### src/rtl/seq_det_pkg.sv
// Shared types and constants for the scheduled 1101 sequence detector.
// Optional feature macro: SEQ_DET_CARRY_EN (detector state survives job boundaries).
package seq_det_pkg;

    typedef enum logic [1:0] {
        IDLE  = 2'd0,
        SHIFT = 2'd1,
        DONE  = 2'd2
    } fsm_t;

    typedef enum logic [1:0] {
        S0 = 2'd0,
        S1 = 2'd1,
        S2 = 2'd2,
        S3 = 2'd3
    } det_t;

    localparam logic [3:0] PATTERN = 4'b1101;

endpackage

### src/rtl/seq_det_1101.sv
// Overlapping Mealy detector for the bit pattern 1101.
// clr forces the start state; the state only advances when en is high.
module seq_det_1101 (
    input  logic clk,
    input  logic reset,
    input  logic clr,
    input  logic en,
    input  logic in,
    output logic match
);
    import seq_det_pkg::*;

    det_t st;
    det_t st_nx;

    // Detector state register
    always_ff @(posedge clk or posedge reset) begin
        if (reset) st <= S0;
        else       st <= st_nx;
    end

    // Next-state and Mealy match output
    always_comb begin
        st_nx = st;
        match = 1'b0;
        if (clr) begin
            st_nx = S0;
        end else if (en) begin
            unique case (st)
                S0: st_nx = in ? S1 : S0;
                S1: st_nx = in ? S2 : S0;
                S2: st_nx = in ? S2 : S3;
                S3: begin
                    st_nx = in ? S1 : S0;
                    match = in;
                end
            endcase
        end
    end

endmodule

### src/rtl/seq_det_sched.sv
// Two-requester round-robin scheduler that serializes words MSB first
// into a 1101 detector. Macro SEQ_DET_CARRY_EN keeps detector state across jobs.
module seq_det_sched #(
    parameter int DATA_W = 8,
    parameter int CNT_W  = 3
) (
    input  logic              clk,
    input  logic              reset,
    input  logic              req0_valid,
    input  logic [DATA_W-1:0] req0_data,
    output logic              req0_ready,
    input  logic              req1_valid,
    input  logic [DATA_W-1:0] req1_data,
    output logic              req1_ready,
    output logic              busy,
    output logic              ser_bit,
    output logic              done,
    output logic              done_id,
    output logic [CNT_W-1:0]  match_cnt,
    output logic [3:0]        window
);
    import seq_det_pkg::*;

    localparam int IDX_W = (DATA_W > 1) ? $clog2(DATA_W) : 1;

    fsm_t              state;
    fsm_t              state_nx;
    logic              last;
    logic              accept;
    logic              det_en;
    logic              det_clr;
    logic              match;
    logic [DATA_W-1:0] word;
    logic [IDX_W-1:0]  idx;

    // Job FSM state register
    always_ff @(posedge clk or posedge reset) begin
        if (reset) state <= IDLE;
        else       state <= state_nx;
    end

    // Arbitration, next state and per-state outputs
    always_comb begin
        state_nx   = state;
        req0_ready = 1'b0;
        req1_ready = 1'b0;
        busy       = 1'b0;
        done       = 1'b0;
        ser_bit    = 1'b0;
        unique case (state)
            IDLE: begin
                // last=1 means requester 1 was served most recently
                req0_ready = req0_valid && (!req1_valid || last);
                req1_ready = req1_valid && (!req0_valid || !last);
                if (req0_valid || req1_valid) state_nx = SHIFT;
            end
            SHIFT: begin
                busy    = 1'b1;
                ser_bit = word[idx];
                if (idx == '0) state_nx = DONE;
            end
            DONE: begin
                busy     = 1'b1;
                done     = 1'b1;
                state_nx = IDLE;
            end
            default: state_nx = IDLE;
        endcase
    end

    assign accept = req0_ready | req1_ready;
    assign det_en = (state == SHIFT);

`ifdef SEQ_DET_CARRY_EN
    assign det_clr = 1'b0;
`else
    assign det_clr = accept;
`endif

    // Job capture, bit index, window shift and saturating match count
    always_ff @(posedge clk or posedge reset) begin
        if (reset) begin
            word      <= '0;
            idx       <= '0;
            last      <= 1'b1;
            done_id   <= 1'b0;
            match_cnt <= '0;
            window    <= '0;
        end else if (accept) begin
            word      <= req1_ready ? req1_data : req0_data;
            done_id   <= req1_ready;
            last      <= req1_ready;
            match_cnt <= '0;
            idx       <= IDX_W'(DATA_W - 1);
        end else if (det_en) begin
            window <= {ser_bit, window[3:1]};
            idx    <= idx - IDX_W'(1);
            if (match && (match_cnt != '1))
                match_cnt <= match_cnt + CNT_W'(1);
        end
    end

    seq_det_1101 u_det (
        .clk   (clk),
        .reset (reset),
        .clr   (det_clr),
        .en    (det_en),
        .in    (ser_bit),
        .match (match)
    );

endmodule

### config.mk
export PLATFORM = sky130hd
export DESIGN_NAME = seq_det_sched
export DESIGN_NICKNAME = d
export VERILOG_FILES = /design/src/rtl/seq_det_pkg.sv /design/src/rtl/seq_det_1101.sv /design/src/rtl/seq_det_sched.sv
export SDC_FILE = /design/constraint.sdc
export NUM_CORES = 1
export LEC_CHECK = 0
export CORE_UTILIZATION = 40
export CTS_CLUSTER_SIZE = 30
export DETAILED_ROUTE_END_ITERATION = 12
export MAX_ROUTING_LAYER = met4
export PLACE_DENSITY_LB_ADDON = 0.05
export SLEW_MARGIN = 20
export SYNTH_ARGS = -nofsm -noshare
export SYNTH_HDL_FRONTEND = slang
export SYNTH_SLANG_ARGS = --single-unit
### constraint.sdc
create_clock -name clk -period 2.19 [get_ports clk]
set_clock_uncertainty 0.15 [all_clocks]
set_input_delay 0.219 -clock clk [delete_from_list [all_inputs] [get_ports clk]]
set_output_delay 0.219 -clock clk [all_outputs]
set_load 0.01 [all_outputs]
==> summary.md <==
| Metric | Value |
|---|---|
| Max cap viols | `0` |
| Slew @ Worst Pin | `about 0.47 ns` |
| P_sw | `roughly 0.00075 W` |
| GRT overflow | `0` |
| CTS max path bufs | `2` |
| WL final | `2400 µm` |
| Post-route ant nets | `0` |
| Core area | `roughly 3200 µm²` |
| Critical path class | `flip-flop to output pin` |
| Nets | `roughly 200` |
| Clock share of power | `between 10% and 20%` |
| Die ar. | `about 3600 µm²` |
| Cell Count Post-Placement | `212` |
| Post-Syn Area | `1360 µm²` |
| YS warnings | `0` |
| Avg WL per Cell | `~11 µm` |
| Crit path capture type | `output pin` |
| Final Slew Violations | `0` |
| GRT Total Usage | `about 16%` |
| Synthesized area per cell | `~10 µm²` |
| Vias/cell | `between 4 and 5` |
| Worst r2r src | `idx[0]$_DFFE_PP0P_` |
| RSZ-0062 raised after global routing | `yes` |
| CP max FO | `2` |
| FF-to-FF setup slack | `0.35 ns` |
| Pre-antenna DRT Iters | `4` |
| Number of DRC markers in iteration 0 | `44` |
| Clock Root Buffer | `clkbuf_4` |
| Residual DRC | `0` |
| Max VDD drop | `0.623 mV` |
| Crit path time final | `2.17 ns` |
| CTS tree | `done` |
| Hold-fix buffers, CTS | `0` |
| Status | `finished, final reports clean` |
| Static leakage | `between 0.8 and 0.9 nW` |
| Initial Utilization | `between 40% and 50%` |
| Flop pwr share | `a little over a third` |
| Chip Width | `a little over 60 µm` |
| Gate power share | `52.4%` |
| Tcrit/Tclk final | `roughly 99%` |
| R2r worst-path depth | `5` |
| Pin count of the biggest net entering global routing | `25` |
| Pwr dens | `between 1000 and 1500 nW/µm²` |
| Ys async rst share | `100%` |
| Share of cells above drive strength 1 | `roughly 16%` |
| Setup TNS Final | `0 ns` |
| Number of gates resized after CTS | `7` |
| CTS sink cnt | `24` |
| Initial antenna violation count | `0` |
| Max H-tree Level | `1` |
| Clock slew at reported path FFs | `approximately 0.13 ns` |
| FF+latch count, synth | `24` |
| Count of final setup violators | `0` |
| EDFF count, synth | `0` |
| Pint | `roughly 0.0013 W` |
| Sequential share of the synthesized area | `around 44%` |
| Vias in the first global route | `between 1,000 and 1,500` |
| Dominant synthesized flop cell | `dfrtp_1` |
| Syn_nets | `roughly 170` |
| Slew HR | `between 60% and 70%` |
| Fmax achieved | `approximately 0.46 GHz` |
| Die height | `about 60 µm` |
| Synth-to-layout area growth | `32.9%` |
| DP HPWL | `roughly 1900 µm` |
| Antenna diodes | `0` |
| Crit Reg-Reg Endpoint | `window[3]$_DFFE_PP0P_` |
| Std-Cell Rows | `20` |
| Cells after Synth | `about 140` |
| Post-CTS setup buffer count | `0` |
| Crit path DAT | `between 1.5 and 2 ns` |
| Via count | `about 1,000` |
| Synth unique cells | `31` |
| Ports | `33` |
| Clock latency at the later pin of the worst-skew pair | `0.32 ns` |
| First-pass GRT wire length | `about 4200 µm` |
| Hold crit path type | `primary input to async pin` |
| PortBufs | `32` |
| Final Hold Fails | `0` |
| Share of the synthesized area in the top cell type | `a little over two fifths` |
| Sw Ratio | `roughly 36%` |
| Layout Cells excl Fill | `~220` |
| Final GP Congestion | `approximately 0.83` |
| Area leader, netlist | `dfrtp_1` |
| CP startpoint kind | `flip-flop` |
| Critical Path RT | `between 1.5 and 2 ns` |
| Final Power | `between 0.002 and 0.0025 W` |
| Core Util, Final | `between 50% and 60%` |
| Synth area leaders | `dfrtp_1 42%, mux2i_1 10%, ha_1 10%` |
| Cts bufs inserted | `3` |
-- synthesized netlist by cell type, types with 2 or more instances --
cell and n:
and3_1 2, nor2_1 3, inv_1 11, buf_6 2, o21ai_0 15, clkbuf_1 4
dfrtp_1 23, nand3_1 2, nor2b_1 2, ha_1 11, mux2i_1 14, nand2_1 20
mux2_2 4, a21oi_1 5
-- placed cells by master, fill, tap and decap left out, drive strengths merged, types with 2 or more instances in the layout --
master and n:
a21oi 5, and3 2, buf 9, clkbuf 4
clkdlybuf4s50 30, dfrtp 23, ha 11, inv 11
mux2 5, mux2i 14, nand2 20, nand3 2
nor2 3, nor2b 2, o21ai 16
-- power by group through the flow --
stage,clock (W),combinational (W),sequential (W)
6_report,0.000240,0.00108,0.000745
5_1_grt,0.000264,0.00122,0.000773
3_5_place_dp,0,0.00105,0.000758
3_3_place_gp,0,0.00103,0.000752
2_1_floorplan,0,0.000666,0.000749
4_1_cts,0.000247,0.00106,0.000746
-- state kept, by name (all words and copies together), names as in the netlist --
signal     flops
word           8
idx            3
done_id        1
u_det.st       2
match_cnt      3
state          2
window         4
last           1
-- kinds of logic (layout without fill, tap and decap cells) --
group / Yosys count / after routing / share of synthesized area, %
buffers and inverters: 18 / 55 / 6.15
AND/OR/NAND/NOR: 35 / 35 / 12.6
multiplexers: 19 / 19 / 14.7
flip-flops: 24 / 24 / 44.1
AO/OA/AOI/OAI: 27 / 27 / 11.7
adder cells (fa/ha/maj): 11 / 11 / 10.1
XOR/XNOR: 1 / 1 / 0.642
-- metrics by stage --
stage	hold slack (ns)	area, µm²	setup WS (ns)
after floorplan	0.0829	1360	0.357
after global placement	0.322	1760	0.0293
after detailed placement	0.321	1760	0.0156
after CTS	0.0830	1790	-0.00402
after global routing	0.0994	1810	-0.0239
final	0.0668	1810	0.0221
-- per-layer routing --
| metal | wire (µm) | GRT usage [%] | share of wire [%] |
|---|---|---|---|
| met1 | 1170 | 19.5 | 49 |
| met2 | 1100 | 26.1 | 46 |
| met3 | 82 | 2.56 | 3.4 |
| met4 | 49 | 6.98 | 2.0 |
| met5 | 0 | - | 0 |
-- critical path, cell delays in order, from the launching register on --
cell	delay, ns
dfrtp_1	0.42
mux2_4	0.30
or3_4	0.33
and3_4	0.18
and2_4	0.15
buf_6	0.11
-- how the worst max path moves through the flow --
stage | start | to | slack, ns
after floorplan | idx[0]$_DFFE_PP0P_ | ser_bit | 0.36
after global placement | idx[0]$_DFFE_PP0P_ | ser_bit | 0.03
after detailed placement | idx[0]$_DFFE_PP0P_ | ser_bit | 0.02
after CTS | idx[0]$_DFFE_PP0P_ | ser_bit | -0.004
after global routing | idx[0]$_DFFE_PP0P_ | ser_bit | -0.02
final | idx[0]$_DFFE_PP0P_ | ser_bit | 0.02
-- cell type report --
cell class,count,area [µm²]
timing repair buffer,40,380
multi-input combinational,93,698
inverter,11,41.3
tap,44,55.1
sequential,24,602
clock buffer,4,36.3
fill,303,1340
No activity file was read; power rests on OpenSTA's default activity.
